`src/rtl/demux1x4_deser_pkg.sv`:
```
// Lane-order constants shared by the 1:4 deserializer and the 4:1 mux/serializer.
// Both ends import this package so that they agree on which beat lands in which lane.
package demux1x4_deser_pkg;

  localparam int LANES = 4;
  localparam int SEL_W = 2;

  localparam logic [SEL_W-1:0] LANE0 = 2'd0;
  localparam logic [SEL_W-1:0] LANE1 = 2'd1;
  localparam logic [SEL_W-1:0] LANE2 = 2'd2;
  localparam logic [SEL_W-1:0] LANE3 = 2'd3;

  typedef enum logic {
    OUT_EMPTY = 1'b0,
    OUT_FULL  = 1'b1
  } out_state_t;

  function automatic logic [SEL_W-1:0] lane_inc(input logic [SEL_W-1:0] i_lane);
    return i_lane + SEL_W'(1);
  endfunction

endpackage

```
`src/rtl/demux1x4_deser_dec.sv`:
```
// One-hot lane write-enable decoder: the lane addressed by i_sel is enabled
// only while i_en is high.
module demux1x4_dec
  import demux1x4_deser_pkg::*;
(
  input  logic [SEL_W-1:0] i_sel,
  input  logic             i_en,
  output logic [LANES-1:0] o_we
);

  always_comb begin
    o_we = '0;
    if (i_en) begin
      o_we[i_sel] = 1'b1;
    end
  end

endmodule

```
`src/rtl/demux1x4_deser.sv`:
```
// Registered 1:4 deserializer: steers serial beats into lane registers and
// presents each completed 4-lane word through a one-deep valid/ready output register.
module demux1x4_deser
  import demux1x4_deser_pkg::*;
#(
  parameter int W = 1
) (
  input  logic               clk,
  input  logic               rst,
  input  logic [W-1:0]       din,
  input  logic               din_valid,
  input  logic               sof,
  output logic [SEL_W-1:0]   sel,
  output logic [LANES*W-1:0] dout,
  output logic               dout_valid,
  input  logic               dout_ready,
  output logic               sync_err,
  output logic               ovf
);

  logic [SEL_W-1:0]   r_sel;
  logic [W-1:0]       r_lane [LANES-1];
  logic [LANES*W-1:0] r_dout;
  logic               r_sync_err;
  logic               r_ovf;
  out_state_t         r_state;

  logic [SEL_W-1:0]   w_wr_sel;
  logic [LANES-1:0]   w_we;
  logic               w_complete;
  logic [LANES*W-1:0] w_word;
  out_state_t         w_state_nxt;
  logic               w_load;
  logic               w_ovf_nxt;

  // A start-of-frame beat always lands in lane 0, whatever the counter says.
  assign w_wr_sel = sof ? LANE0 : r_sel;

  demux1x4_dec u_dec (
    .i_sel (w_wr_sel),
    .i_en  (din_valid),
    .o_we  (w_we)
  );

  // Lane 3 is never stored: its beat goes straight into the output word.
  assign w_complete = w_we[LANE3];

  always_comb begin
    w_word = '0;
    for (int k = 0; k < LANES - 1; k++) begin
      w_word[k*W +: W] = r_lane[k];
    end
    w_word[LANE3*W +: W] = din;
  end

  always_ff @(posedge clk or posedge rst) begin
    if (rst) begin
      r_sel      <= LANE0;
      r_sync_err <= 1'b0;
    end else begin
      r_sync_err <= din_valid && sof && (r_sel != LANE0);
      if (din_valid) begin
        r_sel <= sof ? LANE1 : lane_inc(r_sel);
      end
    end
  end

  always_ff @(posedge clk or posedge rst) begin
    if (rst) begin
      for (int k = 0; k < LANES - 1; k++) begin
        r_lane[k] <= '0;
      end
    end else begin
      for (int k = 0; k < LANES - 1; k++) begin
        if (w_we[k]) begin
          r_lane[k] <= din;
        end
      end
    end
  end

  always_comb begin
    w_state_nxt = r_state;
    w_load      = 1'b0;
    w_ovf_nxt   = 1'b0;
    case (r_state)
      OUT_EMPTY: begin
        if (w_complete) begin
          w_load      = 1'b1;
          w_state_nxt = OUT_FULL;
        end
      end
      OUT_FULL: begin
        if (w_complete) begin
          // Consumer taking the held word frees the slot for the new one in the same cycle.
          if (dout_ready) begin
            w_load = 1'b1;
          end else begin
            w_ovf_nxt = 1'b1;
          end
        end else if (dout_ready) begin
          w_state_nxt = OUT_EMPTY;
        end
      end
      default: w_state_nxt = OUT_EMPTY;
    endcase
  end

  always_ff @(posedge clk or posedge rst) begin
    if (rst) begin
      r_state <= OUT_EMPTY;
      r_dout  <= '0;
      r_ovf   <= 1'b0;
    end else begin
      r_state <= w_state_nxt;
      r_ovf   <= w_ovf_nxt;
      if (w_load) begin
        r_dout <= w_word;
      end
    end
  end

  assign sel        = r_sel;
  assign dout       = r_dout;
  assign dout_valid = (r_state == OUT_FULL);
  assign sync_err   = r_sync_err;
  assign ovf        = r_ovf;

endmodule

```
`config.mk`:
```
export PLATFORM = sky130hd
export DESIGN_NAME = demux1x4_deser
export DESIGN_NICKNAME = d
export VERILOG_FILES = /design/src/rtl/demux1x4_deser_pkg.sv /design/src/rtl/demux1x4_deser_dec.sv /design/src/rtl/demux1x4_deser.sv
export SDC_FILE = /design/constraint.sdc
export NUM_CORES = 1
export LEC_CHECK = 0
export CORE_AREA = 2 2 39 41
export CTS_CLUSTER_DIAMETER = 40
export DETAILED_ROUTE_END_ITERATION = 16
export DIE_AREA = 0 0 41 43
export GPL_TIMING_DRIVEN = 0
export PLACE_DENSITY_LB_ADDON = 0.1
export RECOVER_POWER = 25
export SLEW_MARGIN = 0
export SYNTH_ARGS = -nofsm -noshare
export SYNTH_HDL_FRONTEND = slang
export SYNTH_HIERARCHICAL = 1
export SYNTH_SLANG_ARGS = --single-unit
```
`constraint.sdc`:
```
create_clock -name clk -period 1.5 [get_ports clk]
set_input_delay 0.15 -clock clk [delete_from_list [all_inputs] [get_ports clk]]
set_output_delay 0.15 -clock clk [all_outputs]
set_load 0.02 [all_outputs]
```
---- Yosys cells after proc, flatten, opt, wreduce, memory -nomap -nowiden ----
Cells that the tools add are included.
storage, ports and cells
  flip-flop bits (word level) ............. 12
  latch bits .............................. 0
  bits in writable memories ............... 0
  ROM bits ................................ 0
  input bits .............................. 6
  output and inout bits ................... 9
  word-level logic and storage cells ...... 30
  memories kept ........................... 0
cells by class
  $add $sub $neg .......................... 1
  $mul .................................... 0
  div/mod/pow operators ................... 0
  $lt $le $gt $ge ......................... 2
  equality and inequality tests ........... 0
  shift-type cells ........................ 0
  multiplexer cells ....................... 14
  bitwise logic cells ..................... 1
  reductions and logical operators ........ 4
operators with widths
  operator                                                           count
  two-way mux 1 bit                                                  8
  two-way mux 2 bit                                                  2
  two-way mux 4 bit                                                  1
  one-hot mux 1 bit (2 select lines)                                 2
  logical AND 1 bit                                                  3
  less-than comparator 2 x 3 -> 1 bit, second input constant         1
  adder 2 x 1 -> 2 bit, second input constant                        1
  demux 1 bit (select 2 bit)                                         1
  greater-or-equal comparator 2 x 1 -> 1 bit, second input constant  1
  nonzero test 2 bit                                                 1
  NOT 1 bit                                                          1

---- Depth between registers and ports, before layout ----
Gate-level depths: netlist of the first run.
  depth after elaboration ................. 8
  mapped depth ............................ 5
  gate-level depth less buffers ........... 5

---- Hierarchy ----
The synthesis of the first run kept the hierarchy.
by module, submodules not included
  module          instances  cells an instance  area an instance (um^2)  sequential area each (um^2)
  demux1x4_deser  1          37                 493.0                    300.3
  demux1x4_dec    1          4                  37.5                     0.0

---- Least setup slack after synthesis of the first run ----
Ideal clock, no wire load.
  path kind ............................... register to register
  start point ............................. register r_sel[0], in the netlist sel[0]
  end point ............................... register r_dout[0], in the netlist dout[0]
  library setup time ...................... 0.125 ns
  arrival time ............................ 1.324 ns
  data required time ...................... 1.375 ns
  setup slack ............................. 0.051 ns
  cell stages (with the launch flop) ...... 6
  path buffers ............................ 0
  clock period less this slack ............ 1.449 ns
  cell sequence ........................... dfrtp_1 inv_1 nor2_1 and3_2 nand2_4 mux2_4
between the ends
  longest elaborated chain between the ends .. 8
RTL lines
  item                                                                                                                            RTL line                                    text
  from (decl)                                                                                                                     demux1x4_deser.sv:21                        logic [SEL_W-1:0] r_sel;
  from (signal assigned)                                                                                                          demux1x4_deser.sv:63                        r_sel <= sof ? LANE1 : lane_inc(r_sel);
  two-way mux 2 bit (*)                                                                                                           demux1x4_deser.sv:37                        assign w_wr_sel = sof ? LANE0 : r_sel;
  net w_wr_sel[0]                                                                                                                 demux1x4_deser.sv:28                        logic [SEL_W-1:0] w_wr_sel;
  less-than comparator 2 x 3 -> 1 bit (implied by the code) / greater-or-equal comparator 2 x 1 -> 1 bit (equally long branches)  demux1x4_deser_dec.sv:14                    o_we[i_sel] = 1'b1;
  logical AND 1 bit (implied by the code)                                                                                         demux1x4_deser_dec.sv:14
  two-way mux 1 bit (implied by the code)                                                                                         demux1x4_deser_dec.sv:14
  demux 1 bit (select 2 bit) (*)                                                                                                  n/a
  two-way mux 4 bit (*)                                                                                                           demux1x4_deser_dec.sv:13                    if (i_en) begin
  net w_we[3]                                                                                                                     demux1x4_deser.sv:29                        logic [LANES-1:0] w_we;
  two-way mux 1 bit, on equally long branches                                                                                     demux1x4_deser.sv:94, demux1x4_deser.sv:88
  one-hot mux 1 bit (2 select lines) (*)                                                                                          demux1x4_deser.sv:86                        case (r_state)
  to (signal assigned)                                                                                                            demux1x4_deser.sv:118                       r_dout <= w_word;
  to (decl)                                                                                                                       demux1x4_deser.sv:23                        logic [LANES*W-1:0] r_dout;
The timed path passes the listed nets; every way through them passes the cells marked *.
A chain may end at the register's enable or synchronous reset.

---- Final worst setup path of the first run ----
  start point ............................. register r_state, in the netlist dout_valid
  end point ............................... output port dout_valid
RTL lines
  item                    RTL line               text
  from (decl)             demux1x4_deser.sv:26   out_state_t r_state;
  from (signal assigned)  demux1x4_deser.sv:115  r_state <= w_state_nxt;
  to (decl)               demux1x4_deser.sv:15   output logic dout_valid,
No word-level cell between the ends.

==> results of run 1 <==
-- kinds of logic after synthesis --
kind of cell             after synthesis  synth area share (%)
buffers and inverters                  4                  2.83
AO/OA/AOI/OAI                          2                  1.88
AND/OR/NAND/NOR                       15                  18.6
adder cells (fa/ha/maj)                1                  2.36
multiplexers                           7                  17.7
flip-flops                            12                  56.6
-- path summary, 6_finish.rpt --
kind,depth (start not counted),to,slack (ns),startpoint
worst max-delay path,1,dout_valid,0.08,dout_valid
worst min-delay path,2,dout[2],0.33,rst
worst max register to register,5,dout[2],0.10,sel[1]
worst min register to register,1,sel[0],0.50,sel[0]
max in group asynchronous,2,ovf,0.87,rst
min in group clk,1,sel[0],0.50,sel[0]
-- per-stage QoR --
step / instances / TNS [ns] / total power [uW] / util (%) / area [um^2]
after floorplan: 41 / 0 / 661 / - / 531
after global placement: 71 / -0.341 / 811 / 49.9 / 691
after detailed placement: 71 / -0.565 / 829 / 49.9 / 691
after CTS: 75 / 0 / 1080 / 52.5 / 727
after global routing: 75 / 0 / 1120 / 52.7 / 729
final: 75 / 0 / 1070 / 52.7 / 729
-- cell type report --
type | instances | share of cell area [%]
clock buffers | 4 | 4.97
well taps | 16 | 2.74
inverters | 4 | 2.06
flip-flops and latches | 12 | 41.2
repair buffers | 14 | 19.2
multi-input cells | 25 | 29.8
-- metal layers --
layer	routed length [um]	part of all wire, %	track usage [%]
met5	0	0	0
met3	60	6.4	3.14
met1	372	40	13.6
met4	0	0	8.00
met2	502	54	21.9
-- power by group --
part / switching [uW] / total (uW) / internal (uW) / leakage (uW)
clock network: 104 / 251 / 147 / 0.0000210
logic: 151 / 360 / 209 / 0.000183
registers: 46.6 / 454 / 408 / 0.000150
total: 302 / 1070 / 764 / 0.000355
-- registers in the layout, indices dropped and copies added (netlist names) --
| name | cells |
|---|---|
| dout | 4 |
| sync_err | 1 |
| sel | 2 |
| r_lane | 3 |
| ovf | 1 |
| dout_valid | 1 |
-- cell usage in the layout (no fill, tap or decap), drive strengths merged --
| cell | instances |
|---|---|
| dlygate4sd3 | 1 |
| clkbuf | 4 |
| nor2 | 5 |
| nand2b | 1 |
| nand2 | 4 |
| clkdlybuf4s50 | 13 |
| inv | 4 |
| nor3b | 1 |
| mux2 | 7 |
| nor2b | 1 |
| and3b | 2 |
| o21ai | 1 |
| dfrtp | 12 |
| ha | 1 |
| and3 | 1 |
| a21oi | 1 |
-- timing repair --
| item | CTS | global route |
|---|---|---|
| endpoints found under the hold margin | 0 | 0 |
| endpoints found under the setup margin | 0 | 4 |
| resized for setup | 0 | 1 |
==> flow_summary.json, run 1 <==
{
  "num_antenna_cells": 0,
  "hpwl_um": 752,
  "arrival_ns": 1.27,
  "post-cts-setup-buffer-count": 0,
  "tightest_slew_ns": 0.442,
  "overflow": 0,
  "fin_nets": 67,
  "synth_cells": 41,
  "irDropWorstVdd_mv": 0.622,
  "drtIter0Drc": 0,
  "whs_ns": 0.330,
  "synthArstFlopShare_pct": 100,
  "drt-pass1-iter-count": 1,
  "synth_common_cells": "12 x dfrtp_1, 5 x nor2_1, 4 x inv_1, 4 x mux2_4",
  "coreArea_mm2": 0.00138,
  "clockBufferDepth": 2,
  "wl_per_cell_um": 12.5,
  "cts_max_level": 1,
  "synthTopCellsByArea": "dfrtp_1 57%, mux2_4 11%, mux2_2 6.4%, nor2_1 3.5%, and3b_1 3.3%",
  "maxCapViolations": 0,
  "gp_congestion": 0.649,
  "start_util_pct": 38.3,
  "final.min_clock_period_ns": 1.42,
  "crit_chain": "clkdlybuf4s50_1",
  "fmaxAchievable_ghz": 0.703,
  "grt_pass1_vias": 363,
  "grt.total_usage_pct": 13.1,
  "place_ws_ns": -0.144,
  "drc": 0,
  "syn_area_um2": 531,
  "ctsHoldBuffers": 0,
  "cts_tree": "yes",
  "status": "completed",
  "timing.final.crit_share_pct": 94.8,
  "ys.flop_type": "dfrtp_1",
  "synth.top_cell.area_share_pct": 56.6,
  "ys_types": 15,
  "drive_above_1_share_pct": 27.1,
  "grt_setup_unrepaired": "false",
  "grt_max_degree": 13,
  "critPathKind": "reg2out",
  "slew_viol_final": 0,
  "synth_seq_area_share_pct": 56.6,
  "io_buffers": 14,
  "multi_input_area_um2": 218,
  "cts-root-buf": "clkbuf_4",
  "final_antenna_net_count": 0,
  "cp_max_fo": 2,
  "area_delta_synth_final_pct": 37.5,
  "antenna_found_initial": 0,
  "setup_ws_ns": 0.0777,
  "grt_first_pass_wirelength_um": 1480,
  "hold_viol": 0,
  "required_ns": 1.35,
  "p_per_area_mw_per_mm2": 1460,
  "synth_seq_cells": 12,
  "leakage_uw": 0.000355,
  "cp_top_family": "buffers and inverters",
  "max_stage_delay_ns": 0.62,
  "critPathBufInv": 1,
  "fillers": 111,
  "synth_edf_count": 0,
  "critPathLaunchType": "register",
  "finalSetupViolations": 0,
  "worst_setup_path_end_kind": "output pin",
  "wirelength_um": 935,
  "vias_per_cell": 4.56,
  "vias": 342,
  "hold_class": "in2async",
  "fin_worst_skew_ns": 0.00106,
  "placementRows": 14,
  "die_width_um": 41,
  "cts_sinks": 12,
  "syn_nets": 48,
  "register_area_um2": 300,
  "path_clk_slew_ns": 0.07,
  "die_area_mm2": 0.00176,
  "syn_avg_cell_area_um2": 12.9,
  "max_slew_margin_pct": 70.5,
  "insertion_delay_ns": 0.27,
  "yosys.area.top_type": "dfrtp_1",
  "synth.most_common_cell": "dfrtp_1",
  "die_h_um": 43,
  "pin_count": 15,
  "yosys_warnings": 6,
  "cts_buffers": 3,
  "slowest_stage": "clkdlybuf4s50_1"
}
Power figures use the tool's default switching activity.
==> run 2: changes to the inputs <==
Settings changed: GPL_ROUTABILITY_DRIVEN set to 0.
==> results of run 2 <==
No change in the layout: final DEF, timing and power equal those of run 1.
